===== config.mk =====
export PLATFORM = sky130hd
export DESIGN_NAME = scope_cmd_engine_flat
export DESIGN_NICKNAME = d
export VERILOG_FILES = /design/src/rtl/scope_cmd_engine_if.sv /design/src/rtl/scope_cmd_engine.sv /design/src/flat_wrapper.sv
export SDC_FILE = /design/constraint.sdc
export NUM_CORES = 1
export LEC_CHECK = 0
export BUFFER_PORTS_ARGS = -buffer_cell sky130_fd_sc_hd__buf_4
export CAP_MARGIN = 20
export CELL_PAD_IN_SITES_DETAIL_PLACEMENT = 0
export CELL_PAD_IN_SITES_GLOBAL_PLACEMENT = 1
export CORE_MARGIN = 1.5
export CORE_UTILIZATION = 39
export CTS_CLUSTER_SIZE = 12
export DETAILED_ROUTE_END_ITERATION = 8
export PLACE_DENSITY_LB_ADDON = 0.12
export SLEW_MARGIN = 20
export SYNTH_ARGS = -nofsm -noshare
export SYNTH_HDL_FRONTEND = slang
export SYNTH_SLANG_ARGS = --single-unit

===== constraint.sdc =====
create_clock -name clk -period 5.8 [get_ports clk]
set_clock_uncertainty 0.15 [all_clocks]
set_input_delay 0 -clock clk [delete_from_list [all_inputs] [get_ports clk]]
set_output_delay 0 -clock clk [all_outputs]
set_load 0.02 [all_outputs]

===== src/rtl/scope_cmd_engine_if.sv =====
// Command/response and SPI handshake bundle between scope_cmd_engine and its peers.
// master: the command engine; slave: UART receiver/transmitter and SPI master side.
interface scope_cmd_engine_if;
  logic [23:0] cmd;
  logic        cmd_rdy;
  logic        clr_cmd_rdy;
  logic [7:0]  resp_data;
  logic        send_resp;
  logic        resp_sent;
  logic [15:0] SPI_data;
  logic        wrt_SPI;
  logic [2:0]  ss;
  logic        SPI_done;
  logic [7:0]  EEP_data;

  modport master (
    input  cmd, cmd_rdy, resp_sent, SPI_done, EEP_data,
    output clr_cmd_rdy, resp_data, send_resp, SPI_data, wrt_SPI, ss
  );

  modport slave (
    output cmd, cmd_rdy, resp_sent, SPI_done, EEP_data,
    input  clr_cmd_rdy, resp_data, send_resp, SPI_data, wrt_SPI, ss
  );
endinterface


===== src/rtl/scope_cmd_engine.sv =====
// Host command decoder for the capture front end: config registers, SPI kicks, responses.
// Define SCOPE_CMD_SPI_TIMEOUT_EN to enable the SPI_WAIT watchdog (limit SPI_TO cycles).
module scope_cmd_engine #(
  parameter int unsigned NUM_CH     = 3,
  parameter int unsigned TRIG_POS_W = 9,
  parameter int unsigned DEC_W      = 4,
  parameter int unsigned SPI_TO     = 1023
) (
  input  logic                  clk,
  input  logic                  rst,
  scope_cmd_engine_if.master    bus,
  input  logic                  set_capture_done_i,
  output logic [7:0]            trig_cfg_o,
  output logic [TRIG_POS_W-1:0] trig_pos_o,
  output logic [DEC_W-1:0]      decimator_o,
  output logic [3*NUM_CH-1:0]   gain_o,
  output logic                  dump_o,
  output logic [1:0]            dump_ch_o,
  output logic                  rclk_o,
  output logic                  adc_clk_o
);

  typedef enum logic [1:0] {StIdle, StDecode, StSpiWait, StResp} state_e;

  localparam logic [7:0] OpDump    = 8'h01;
  localparam logic [7:0] OpCfgGain = 8'h02;
  localparam logic [7:0] OpTrigLvl = 8'h03;
  localparam logic [7:0] OpTrigPos = 8'h04;
  localparam logic [7:0] OpSetDec  = 8'h05;
  localparam logic [7:0] OpTrigCfg = 8'h06;
  localparam logic [7:0] OpTrigRd  = 8'h07;
  localparam logic [7:0] OpEepWrt  = 8'h08;
  localparam logic [7:0] OpEepRd   = 8'h09;
  localparam logic [7:0] OpGainRd  = 8'h0A;
  localparam logic [7:0] RespAck   = 8'hA5;
  localparam logic [7:0] RespErr   = 8'hEE;

  state_e                state_q, state_d;
  logic [23:0]           cmd_q, cmd_d;
  logic [7:0]            resp_data_q, resp_data_d;
  logic [15:0]           spi_data_q, spi_data_d;
  logic [2:0]            ss_q, ss_d;
  logic [5:0]            trig_cfg_q, trig_cfg_d;
  logic [TRIG_POS_W-1:0] trig_pos_q, trig_pos_d;
  logic [DEC_W-1:0]      dec_q, dec_d;
  logic [3*NUM_CH-1:0]   gain_q, gain_d;
  logic [1:0]            dump_ch_q, dump_ch_d;
  logic                  rclk_q;

  logic       send_resp, wrt_spi, clr_cmd_rdy, dump;
  logic       respond;
  logic [7:0] resp_val;

  logic [7:0]  opcode, byte2, byte3;
  logic [15:0] arg;
  logic [1:0]  ch;
  logic [2:0]  g;
  logic        ch_ok;
  logic        lvl_ok;
  logic [2:0]  gain_sel;

  assign opcode = cmd_q[23:16];
  assign byte2  = cmd_q[15:8];
  assign byte3  = cmd_q[7:0];
  assign arg    = cmd_q[15:0];
  assign ch     = byte2[1:0];
  assign g      = byte2[4:2];
  assign ch_ok  = 32'(ch) < NUM_CH;
  assign lvl_ok = (byte3 >= 8'd46) && (byte3 <= 8'd201);

  // AFE pot codes for the eight gain steps.
  function automatic logic [7:0] gain_lut(input logic [2:0] sel);
    unique case (sel)
      3'd0: return 8'h02;
      3'd1: return 8'h05;
      3'd2: return 8'h09;
      3'd3: return 8'h14;
      3'd4: return 8'h28;
      3'd5: return 8'h46;
      3'd6: return 8'h6B;
      3'd7: return 8'hDD;
    endcase
  endfunction

  always_comb begin
    gain_sel = '0;
    for (int i = 0; i < int'(NUM_CH); i++) begin
      if (ch == 2'(i)) gain_sel = gain_q[3*i +: 3];
    end
  end

`ifdef SCOPE_CMD_SPI_TIMEOUT_EN
  localparam int unsigned ToW = $clog2(SPI_TO + 1);
  logic [ToW-1:0] to_cnt_q, to_cnt_d;

  // Counts SPI_WAIT cycles; held at zero elsewhere so it clears on entry.
  assign to_cnt_d = (state_q == StSpiWait) ? to_cnt_q + 1'b1 : '0;

  always_ff @(posedge clk) begin
    if (rst) to_cnt_q <= '0;
    else     to_cnt_q <= to_cnt_d;
  end
`else
  logic unused_spi_to;
  assign unused_spi_to = ^SPI_TO;
`endif

  logic unused_cmd_bits;
  assign unused_cmd_bits = ^{arg, byte2[7:5]};

  always_comb begin
    state_d     = state_q;
    cmd_d       = cmd_q;
    resp_data_d = resp_data_q;
    spi_data_d  = spi_data_q;
    ss_d        = ss_q;
    trig_cfg_d  = trig_cfg_q;
    trig_pos_d  = trig_pos_q;
    dec_d       = dec_q;
    gain_d      = gain_q;
    dump_ch_d   = dump_ch_q;
    send_resp   = 1'b0;
    wrt_spi     = 1'b0;
    clr_cmd_rdy = 1'b0;
    dump        = 1'b0;
    respond     = 1'b0;
    resp_val    = RespErr;

    unique case (state_q)
      StIdle: begin
        if (bus.cmd_rdy) begin
          cmd_d   = bus.cmd;
          state_d = StDecode;
        end
      end
      StDecode: begin
        // Default outcome is an error response with no register change.
        respond = 1'b1;
        state_d = StResp;
        case (opcode)
          OpDump: if (ch_ok) begin
            respond     = 1'b0;
            dump        = 1'b1;
            dump_ch_d   = ch;
            clr_cmd_rdy = 1'b1;
            state_d     = StIdle;
          end
          OpCfgGain: if (ch_ok) begin
            respond    = 1'b0;
            wrt_spi    = 1'b1;
            ss_d       = {1'b0, ch};
            spi_data_d = {8'h13, gain_lut(g)};
            state_d    = StSpiWait;
            for (int i = 0; i < int'(NUM_CH); i++) begin
              if (ch == 2'(i)) gain_d[3*i +: 3] = g;
            end
          end
          OpTrigLvl: if (lvl_ok) begin
            respond    = 1'b0;
            wrt_spi    = 1'b1;
            ss_d       = 3'b101;
            spi_data_d = {8'h13, byte3};
            state_d    = StSpiWait;
          end
          OpTrigPos: begin
            trig_pos_d = arg[TRIG_POS_W-1:0];
            resp_val   = RespAck;
          end
          OpSetDec: begin
            dec_d    = byte3[DEC_W-1:0];
            resp_val = RespAck;
          end
          OpTrigCfg: begin
            trig_cfg_d = byte2[5:0];
            resp_val   = RespAck;
          end
          OpTrigRd: resp_val = {2'b00, trig_cfg_q};
          OpEepWrt, OpEepRd: begin
            respond    = 1'b0;
            wrt_spi    = 1'b1;
            ss_d       = 3'b100;
            spi_data_d = {1'b0, opcode == OpEepWrt, byte2[5:0], byte3};
            state_d    = StSpiWait;
          end
          OpGainRd: if (ch_ok) resp_val = {5'd0, gain_sel};
          default: ;
        endcase
      end
      StSpiWait: begin
        if (bus.SPI_done) begin
          respond  = 1'b1;
          resp_val = (opcode == OpEepRd) ? bus.EEP_data : RespAck;
          state_d  = StResp;
        end
`ifdef SCOPE_CMD_SPI_TIMEOUT_EN
        else if (to_cnt_q == ToW'(SPI_TO)) begin
          respond  = 1'b1;
          resp_val = RespErr;
          state_d  = StResp;
        end
`endif
      end
      StResp: begin
        if (bus.resp_sent) begin
          clr_cmd_rdy = 1'b1;
          state_d     = StIdle;
        end
      end
      default: state_d = StIdle;
    endcase

    if (respond) begin
      send_resp   = 1'b1;
      resp_data_d = resp_val;
    end
    // Capture-done wins over a same-cycle TRIG_CFG write.
    if (set_capture_done_i) trig_cfg_d[5] = 1'b1;
    if (rst) begin
      send_resp   = 1'b0;
      wrt_spi     = 1'b0;
      clr_cmd_rdy = 1'b0;
      dump        = 1'b0;
    end
  end

  always_ff @(posedge clk) begin
    if (rst) begin
      state_q     <= StIdle;
      cmd_q       <= '0;
      resp_data_q <= '0;
      spi_data_q  <= '0;
      ss_q        <= '0;
      trig_cfg_q  <= '0;
      trig_pos_q  <= '0;
      dec_q       <= '0;
      gain_q      <= '0;
      dump_ch_q   <= '0;
      rclk_q      <= 1'b0;
    end else begin
      state_q     <= state_d;
      cmd_q       <= cmd_d;
      resp_data_q <= resp_data_d;
      spi_data_q  <= spi_data_d;
      ss_q        <= ss_d;
      trig_cfg_q  <= trig_cfg_d;
      trig_pos_q  <= trig_pos_d;
      dec_q       <= dec_d;
      gain_q      <= gain_d;
      dump_ch_q   <= dump_ch_d;
      rclk_q      <= ~rclk_q;
    end
  end

  assign bus.clr_cmd_rdy = clr_cmd_rdy;
  assign bus.resp_data   = resp_data_q;
  assign bus.send_resp   = send_resp;
  assign bus.SPI_data    = spi_data_q;
  assign bus.wrt_SPI     = wrt_spi;
  assign bus.ss          = ss_q;
  assign trig_cfg_o      = {2'b00, trig_cfg_q};
  assign trig_pos_o      = trig_pos_q;
  assign decimator_o     = dec_q;
  assign gain_o          = gain_q;
  assign dump_o          = dump;
  assign dump_ch_o       = dump_ch_q;
  assign rclk_o          = rclk_q;
  assign adc_clk_o       = ~rclk_q;

endmodule

===== src/flat_wrapper.sv =====
// flat-port wrapper written by rule: the top's interface ports become plain ports
module scope_cmd_engine_flat 
#(
  parameter int unsigned NUM_CH     = 3,
  parameter int unsigned TRIG_POS_W = 9,
  parameter int unsigned DEC_W      = 4,
  parameter int unsigned SPI_TO     = 1023
)
  (clk, rst, set_capture_done_i, trig_cfg_o, trig_pos_o, decimator_o, gain_o, dump_o, dump_ch_o, rclk_o, adc_clk_o, bus_cmd, bus_cmd_rdy, bus_resp_sent, bus_SPI_done, bus_EEP_data, bus_clr_cmd_rdy, bus_resp_data, bus_send_resp, bus_SPI_data, bus_wrt_SPI, bus_ss);
  scope_cmd_engine_if bus_i ();
  input  logic clk;
  input  logic rst;
  input  logic set_capture_done_i;
  output logic [7:0] trig_cfg_o;
  output logic [TRIG_POS_W-1:0] trig_pos_o;
  output logic [DEC_W-1:0] decimator_o;
  output logic [3*NUM_CH-1:0] gain_o;
  output logic dump_o;
  output logic [1:0] dump_ch_o;
  output logic rclk_o;
  output logic adc_clk_o;
  input wire logic [$bits(bus_i.cmd)-1:0] bus_cmd;
  input wire logic [$bits(bus_i.cmd_rdy)-1:0] bus_cmd_rdy;
  input wire logic [$bits(bus_i.resp_sent)-1:0] bus_resp_sent;
  input wire logic [$bits(bus_i.SPI_done)-1:0] bus_SPI_done;
  input wire logic [$bits(bus_i.EEP_data)-1:0] bus_EEP_data;
  output wire logic [$bits(bus_i.clr_cmd_rdy)-1:0] bus_clr_cmd_rdy;
  output wire logic [$bits(bus_i.resp_data)-1:0] bus_resp_data;
  output wire logic [$bits(bus_i.send_resp)-1:0] bus_send_resp;
  output wire logic [$bits(bus_i.SPI_data)-1:0] bus_SPI_data;
  output wire logic [$bits(bus_i.wrt_SPI)-1:0] bus_wrt_SPI;
  output wire logic [$bits(bus_i.ss)-1:0] bus_ss;
  assign bus_i.cmd = bus_cmd;
  assign bus_i.cmd_rdy = bus_cmd_rdy;
  assign bus_i.resp_sent = bus_resp_sent;
  assign bus_i.SPI_done = bus_SPI_done;
  assign bus_i.EEP_data = bus_EEP_data;
  assign bus_clr_cmd_rdy = bus_i.clr_cmd_rdy;
  assign bus_resp_data = bus_i.resp_data;
  assign bus_send_resp = bus_i.send_resp;
  assign bus_SPI_data = bus_i.SPI_data;
  assign bus_wrt_SPI = bus_i.wrt_SPI;
  assign bus_ss = bus_i.ss;
  scope_cmd_engine #(.NUM_CH(NUM_CH), .TRIG_POS_W(TRIG_POS_W), .DEC_W(DEC_W), .SPI_TO(SPI_TO)) u_core (.clk(clk), .rst(rst), .bus(bus_i), .set_capture_done_i(set_capture_done_i), .trig_cfg_o(trig_cfg_o), .trig_pos_o(trig_pos_o), .decimator_o(decimator_o), .gain_o(gain_o), .dump_o(dump_o), .dump_ch_o(dump_ch_o), .rclk_o(rclk_o), .adc_clk_o(adc_clk_o));
endmodule

==> run metrics, run 1 <==
CTS sink count=89; Wirelength per Cell=15.9 µm; GR Overflow Total=0; WP data arrival=3.38 ns; Max VDD drop=0.000124 V; Die ar.=0.0112 mm²; Final period util=0.608; post-synth top area share=0.430; number of placement rows=37; GRT Total Usage=0.209; largest net degree at the start of global routing=53; port buffer count=97; largest cells by area after synthesis=dfxtp_1 (43%), mux2i_1 (10%), a21oi_1 (5.8%); Final #Nets=629; HPWL Detailed=7810 µm; post-synthesis cell area=0.00414 mm²; Synth Flop Type=dfxtp_1; later-pin clock latency in the skew report=0.36 ns; IO Pins=103; global-route wire length before repair=18400 µm; setup violators final=0; met1 GRT Util=0.305; RD Place Congestion=0.852; actual slew at the worst max-slew pin=0.869 ns; Worst slew margin=0.419; vias in the first global route=3450; drt drc=0; Leak=2.29 nW; area grow syn2layout=31.6%; Crit. End Element=output port; Storage cell area=0.00178 mm²; RSZ-0062 raised after global routing=false; CTS tree=yes; H-tree depth=3; placed cell count=669; CTS max path bufs=2; Multi-input gate area=0.00215 mm²; Yosys top cell by area=dfxtp_1; Global Route met2 Usage=0.316; Syn Area/Cell=8.87 µm²; DR pass1 iterations=4; total core area=0.0103 mm²; post-route minimum period=3.53 ns; postcts setup bufs=0; Final Hold Fails=0; CTS clk-pin slew, worst paths=0.09 ns; Async S/R FF share, synth=0; fin. max-slew vios=0; DR vias/cell=5.05; Synth Instances=467; total negative setup slack=0 ns; Worst Path Max Fanout=22; Filler Cells Inserted=1025; overall routed net length=11400 µm; Netlist cell types=56; CP Data Required Time=5.65 ns; initial antenna violation count=0; crit path kind=flop to output port; Post-synth EDFFs=0; most common cell in the netlist=dfxtp_1; Initial Util=0.401; maximum achievable frequency=284 MHz; via count=3646; Hold-fix buffers, CTS=36; DR iter-0 viols=145; sequential element share of the synthesized area=0.430; Post-CTS Resized=0; Diodes inserted=0; Num CTS Buffers=9; total chip power=0.00148 W; synth cell count leaders=dfxtp_1 (89), nand2_1 (56), nor2_1 (51); share of cells above drive strength 1=0.237; root buf cell=clkbuf_8; grt met3 use=0.0337; chip height=106 µm; P per Cell Area=271 mW/mm²; Most Used Layer, Global Route=met2; status=completed; max-capacitance violation count=0; final core occ=0.528; Final Non-Filler Cells=722; crit start category=flop; Synth Warn #=0; remaining antenna violation count after routing=0; #FFs+latches synth=89; HP Class=input port to flop; Die W=106 µm
==> cell usage in the layout, fill, tap and decap left out, types with 3 or more instances in the layout <==
cell             n
mux2i_1         42
a311oi_1         8
nor4_1           3
inv_1           13
mux2_2           4
nand3b_1         3
o21a_1           3
nor2_1          51
ha_1            10
dfxtp_1         89
nand2b_1         7
o22ai_1          3
nand4_1          5
mux2_4           4
nand2_1         56
clkbuf_8        10
nand3_1          7
and2_1           4
conb_1           3
dlygate4sd3_1   36
nor2b_1          9
buf_4          100
nor3_1           8
o21ai_0         17
a21oi_1         48
==> metal layers <==
layer,part of all wire,vias up
li1,-,1854
met1,0.51,1687
met2,0.44,95
met3,0.045,10
met4,0.011,0
met5,0,-
==> logic make-up (layout without fill, tap and decap cells) <==
logic type | count (synthesis) | count (layout) | share of synthesized area
compound gates | 102 | 102 | 0.164
fa+ha+maj | 10 | 10 | 0.0302
buf+inv | 49 | 166 | 0.0514
flops | 89 | 89 | 0.430
mux | 50 | 50 | 0.127
other cells | 1 | 3 | 0.000905
simple gates | 166 | 166 | 0.196
==> per-stage QoR <==
stage / area [µm²] / hold slack (ns) / setup WS [ns]
2_1_floorplan: 4150 / -0.0205 / 3.51
3_3_place_gp: 4910 / 0.0871 / 2.71
3_5_place_dp: 4910 / 0.0977 / 2.69
4_1_cts: 5450 / 0.0226 / 2.28
5_1_grt: 5450 / 0.0738 / 2.07
6_report: 5450 / 0.0358 / 2.27
==> critical path, cell delays in order, from the launching register on <==
cell	delay (ns)
dfxtp_1	0.36
or4_4	0.66
nor4_4	0.32
a32o_1	0.73
nand2_1	0.27
a2111oi_2	0.46
buf_4	0.21
==> worst paths after layout <==
kind	start	to	slack, ns	cells after the start
min reg2reg	u_core.rclk_o$_SDFF_PP0_	u_core.rclk_o$_SDFF_PP0_	0.29	1
max	u_core.cmd_q[23]$_SDFFE_PP0P_	bus_wrt_SPI	2.27	6
min	bus_EEP_data[1]	u_core.bus.resp_data[1]$_SDFFE_PP0P_	0.04	5
max reg2reg	u_core.cmd_q[23]$_SDFFE_PP0P_	u_core.bus.ss[0]$_SDFFE_PP0P_	2.84	5
==> cell type report <==
type	instances	share of cell area
inverters	13	0.00895
flip-flops and latches	89	0.327
well taps	136	0.0312
clock buffers	11	0.0259
multi-input cells	331	0.395
clock inverters	5	0.00711
repair buffers	137	0.205
==> power by group <==
part           internal (W)  leakage (nW)  switching (W)  total, W
Combinational      0.000153          1.48       0.000225  0.000378
Sequential         0.000652         0.723      0.0000512  0.000703
Clock              0.000170        0.0899       0.000226  0.000396
No activity file was read; power rests on OpenSTA's default activity.
==> run 2: changes to the inputs <==
Settings changed: ABC_AREA set to 1, CORE_UTILIZATION 39 to 33.
Clock period 5.8 ns to 3.1 ns, I/O delays scaled along.
==> run 2 against run 1 <==
Against the previous run: sequential power is 88% higher; cell area shrank 0.16%; first-iteration DRC count rose by 74%; clock power rose to 2.8 times the previous value; die area rose by 14%; largest cell class unchanged; largest power group unchanged.
==> run metrics, run 2 <==
status=completed (unchanged); CTS clk-pin slew, worst paths=0.06 ns (was 0.09 ns); Initial Util=0.336 (was 0.401); area grow syn2layout=36.1% (was 31.6%); reg-to-reg slack, setup=0.44 ns (was 2.84 ns); Filler Cells Inserted=1247 (was 1025); most frequent cells in the layout=buf_4 (102), nor2_1 (99), nand2_1 (92) (was buf_4 (100), dfxtp_1 (89), nand2_1 (56)); Syn Area/Cell=7.05 µm² (was 8.87 µm²); Crit. End Element=flop (was output port); overall routed net length=11600 µm (was 11400 µm); actual slew at the worst max-slew pin=0.600 ns (was 0.869 ns); crit start category=flop (unchanged); DR vias/cell=4.77 (was 5.05); Die ar.=0.0128 mm² (was 0.0112 mm²); Netlist cell types=29 (was 56); GRT Total Usage=0.184 (was 0.209); DR iter-0 viols=253 (was 145); post-route minimum period=2.66 ns; Max VDD drop=0.000239 V (was 0.000124 V); Reg power frac=0.426 (was 0.476); number of placement rows=40 (was 37); HPWL Detailed=8380 µm (was 7810 µm); Wirelength per Cell=13.9 µm (was 15.9 µm); Worst Path Max Fanout=14 (was 22); maximum achievable frequency=375 MHz; H-tree depth=3 (unchanged); initial antenna violation count=0 (unchanged); vias in the first global route=3808 (was 3450); Post-synth EDFFs=0 (unchanged); reg2reg path depth=9 (was 5); post-synth top area share=0.445 (was 0.430); Pint=0.00215 W (was 0.000975 W); largest cells by area after synthesis=dfxtp_1 (45%), nor2_1 (9.3%), o21ai_0 (9.1%) (was dfxtp_1 (43%), mux2i_1 (10%), a21oi_1 (5.8%)); remaining antenna violation count after routing=0 (unchanged); root buf cell=clkbuf_16 (was clkbuf_8); chip height=113 µm (was 106 µm); HP Class=input port to flop (unchanged); crit path kind=flop to flop (was flop to output port); P per Cell Area=569 mW/mm² (was 271 mW/mm²); RD Place Congestion=0.811 (was 0.852); CTS tree=yes (unchanged); pre-CTS setup slack=0.424 ns (was 2.69 ns); CP Data Required Time=3.21 ns (was 5.65 ns); synth cell count leaders=nor2_1 (99), nand2_1 (92), dfxtp_1 (89) (was dfxtp_1 (89), nand2_1 (56), nor2_1 (51)); Yosys top cell by area=dfxtp_1 (unchanged); total core area=0.0119 mm² (was 0.0103 mm²); most common cell in the netlist=nor2_1 (was dfxtp_1); CTS max path bufs=2 (unchanged); largest net degree at the start of global routing=30 (was 53); Final #Nets=734 (was 629); post-synthesis cell area=0.00400 mm² (was 0.00414 mm²); Synth Flop Type=dfxtp_1 (unchanged); setup violators final=0 (unchanged); Clk pwr share=0.360 (was 0.268); PnR worst setup slack=0.435 ns (was 2.27 ns); Worst slew margin=0.599 (was 0.419); GR Overflow Total=0 (unchanged); Sw Pwr=0.000946 W (was 0.000502 W); Final period util=0.860; Combinational Power Share=0.214 (was 0.256); switching part of the total=0.305 (was 0.340); fin. max-slew vios=0 (unchanged); global-route wire length before repair=18500 µm (was 18400 µm); max-capacitance violation count=0 (unchanged); Die W=113 µm (was 106 µm); sequential element share of the synthesized area=0.445 (was 0.430); port buffer count=97 (unchanged); IO Pins=103 (unchanged); Async S/R FF share, synth=0 (unchanged); Leak=2.47 nW (was 2.29 nW); share of cells above drive strength 1=0.195 (was 0.237); DR pass1 iterations=4 (unchanged); via count=3997 (was 3646); #FFs+latches synth=89 (unchanged); placed cell count=790 (was 669); CTS sink count=89 (unchanged); later-pin clock latency in the skew report=0.34 ns (was 0.36 ns); WP data arrival=2.77 ns (was 3.38 ns); Num CTS Buffers=9 (unchanged); Hold WS=0.00367 ns (was 0.0358 ns); Critical path origin=u_core.state_q[0]$_SDFFE_PP0P_ (was u_core.cmd_q[23]$_SDFFE_PP0P_); total negative setup slack=0 ns (unchanged); Diodes inserted=0 (unchanged); Synth Warn #=0 (unchanged); R2R Path Start=u_core.state_q[0]$_SDFFE_PP0P_ (was u_core.cmd_q[23]$_SDFFE_PP0P_); drt drc=0 (unchanged); RSZ-0062 raised after global routing=false (unchanged); Post-CTS Resized=0 (unchanged); Final Hold Fails=0 (unchanged); most common cell after layout, fill and taps aside=buf_4 (unchanged); Synth Instances=567 (was 467); Final Non-Filler Cells=838 (was 722)
==> run 2: area by class of cell <==
cell class	instances	area [µm²]	share of cell area
Sequential cell	89	1780	0.327
Inverter	54	203	0.0372
Timing Repair Buffer	134	1090	0.200
Clock inverter	5	53.8	0.00989
Tap cell	147	184	0.0338
Multi-Input combinational cell	398	1880	0.346
Clock buffer	11	253	0.0464
==> run 2: cell families after synthesis <==
logic type,Yosys count,share of synthesized area
adder cells (fa/ha/maj),10,0.0313
AND/OR/NAND/NOR,256,0.272
flip-flops,89,0.445
other,1,0.000937
buffers and inverters,82,0.0860
AO/OA/AOI/OAI,129,0.164
==> run 2: how the worst min path moves through the flow <==
stage	start	endpoint	slack [ns]	depth (start not counted)
after floorplan	rst	flop	-0.03	1
after global placement	bus_cmd[20]	u_core.cmd_q[20]$_SDFFE_PP0P_	0.11	3
after detailed placement	bus_cmd[0]	u_core.cmd_q[0]$_SDFFE_PP0P_	0.11	3
after CTS	bus_EEP_data[1]	u_core.bus.resp_data[1]$_SDFFE_PP0P_	0.002	7
after global routing	bus_EEP_data[4]	u_core.bus.resp_data[4]$_SDFFE_PP0P_	0.07	7
final	bus_EEP_data[1]	u_core.bus.resp_data[1]$_SDFFE_PP0P_	0.004	7
==> run 2: critical path, cell delays in order, from the launching register on <==
cell and delay (ns):
dfxtp_1 0.42, inv_1 0.12, ha_1 0.22, nand2_1 0.40
nor2_1 0.12, nor3_1 0.46, inv_1 0.17, ha_1 0.32
inv_1 0.05, o21ai_0 0.16
==> run 2: power groups by stage <==
stage / clock network (W) / registers (W) / logic (W)
6_report: 0.00111 / 0.00132 / 0.000664
3_5_place_dp: 0 / 0.00134 / 0.000634
2_1_floorplan: 0 / 0.00136 / 0.000404
5_1_grt: 0.00119 / 0.00133 / 0.000753
3_3_place_gp: 0 / 0.00134 / 0.000630
4_1_cts: 0.00115 / 0.00132 / 0.000673
==> run 2: per-stage QoR <==
step,area [µm²],power [W],util
floorplan,4010,0.00176,-
global placement,4820,0.00197,0.404
detailed placement,4820,0.00198,0.404
CTS,5440,0.00314,0.457
global route,5440,0.00327,0.457
finish,5440,0.00310,0.457
==> run 2: per-layer routing <==
layer  part of all wire  GRT usage  up-vias
met5                  0          0        -
met4              0.029     0.0900        0
met3              0.040     0.0241       19
met2               0.48      0.312       97
met1               0.46      0.231     1817
li1                   -          -     2064
==> run 2: repair_timing <==
action	in CTS	in global routing
hold buffers	32	0
endpoints found under the hold margin	42	0
setup buffers	0	0
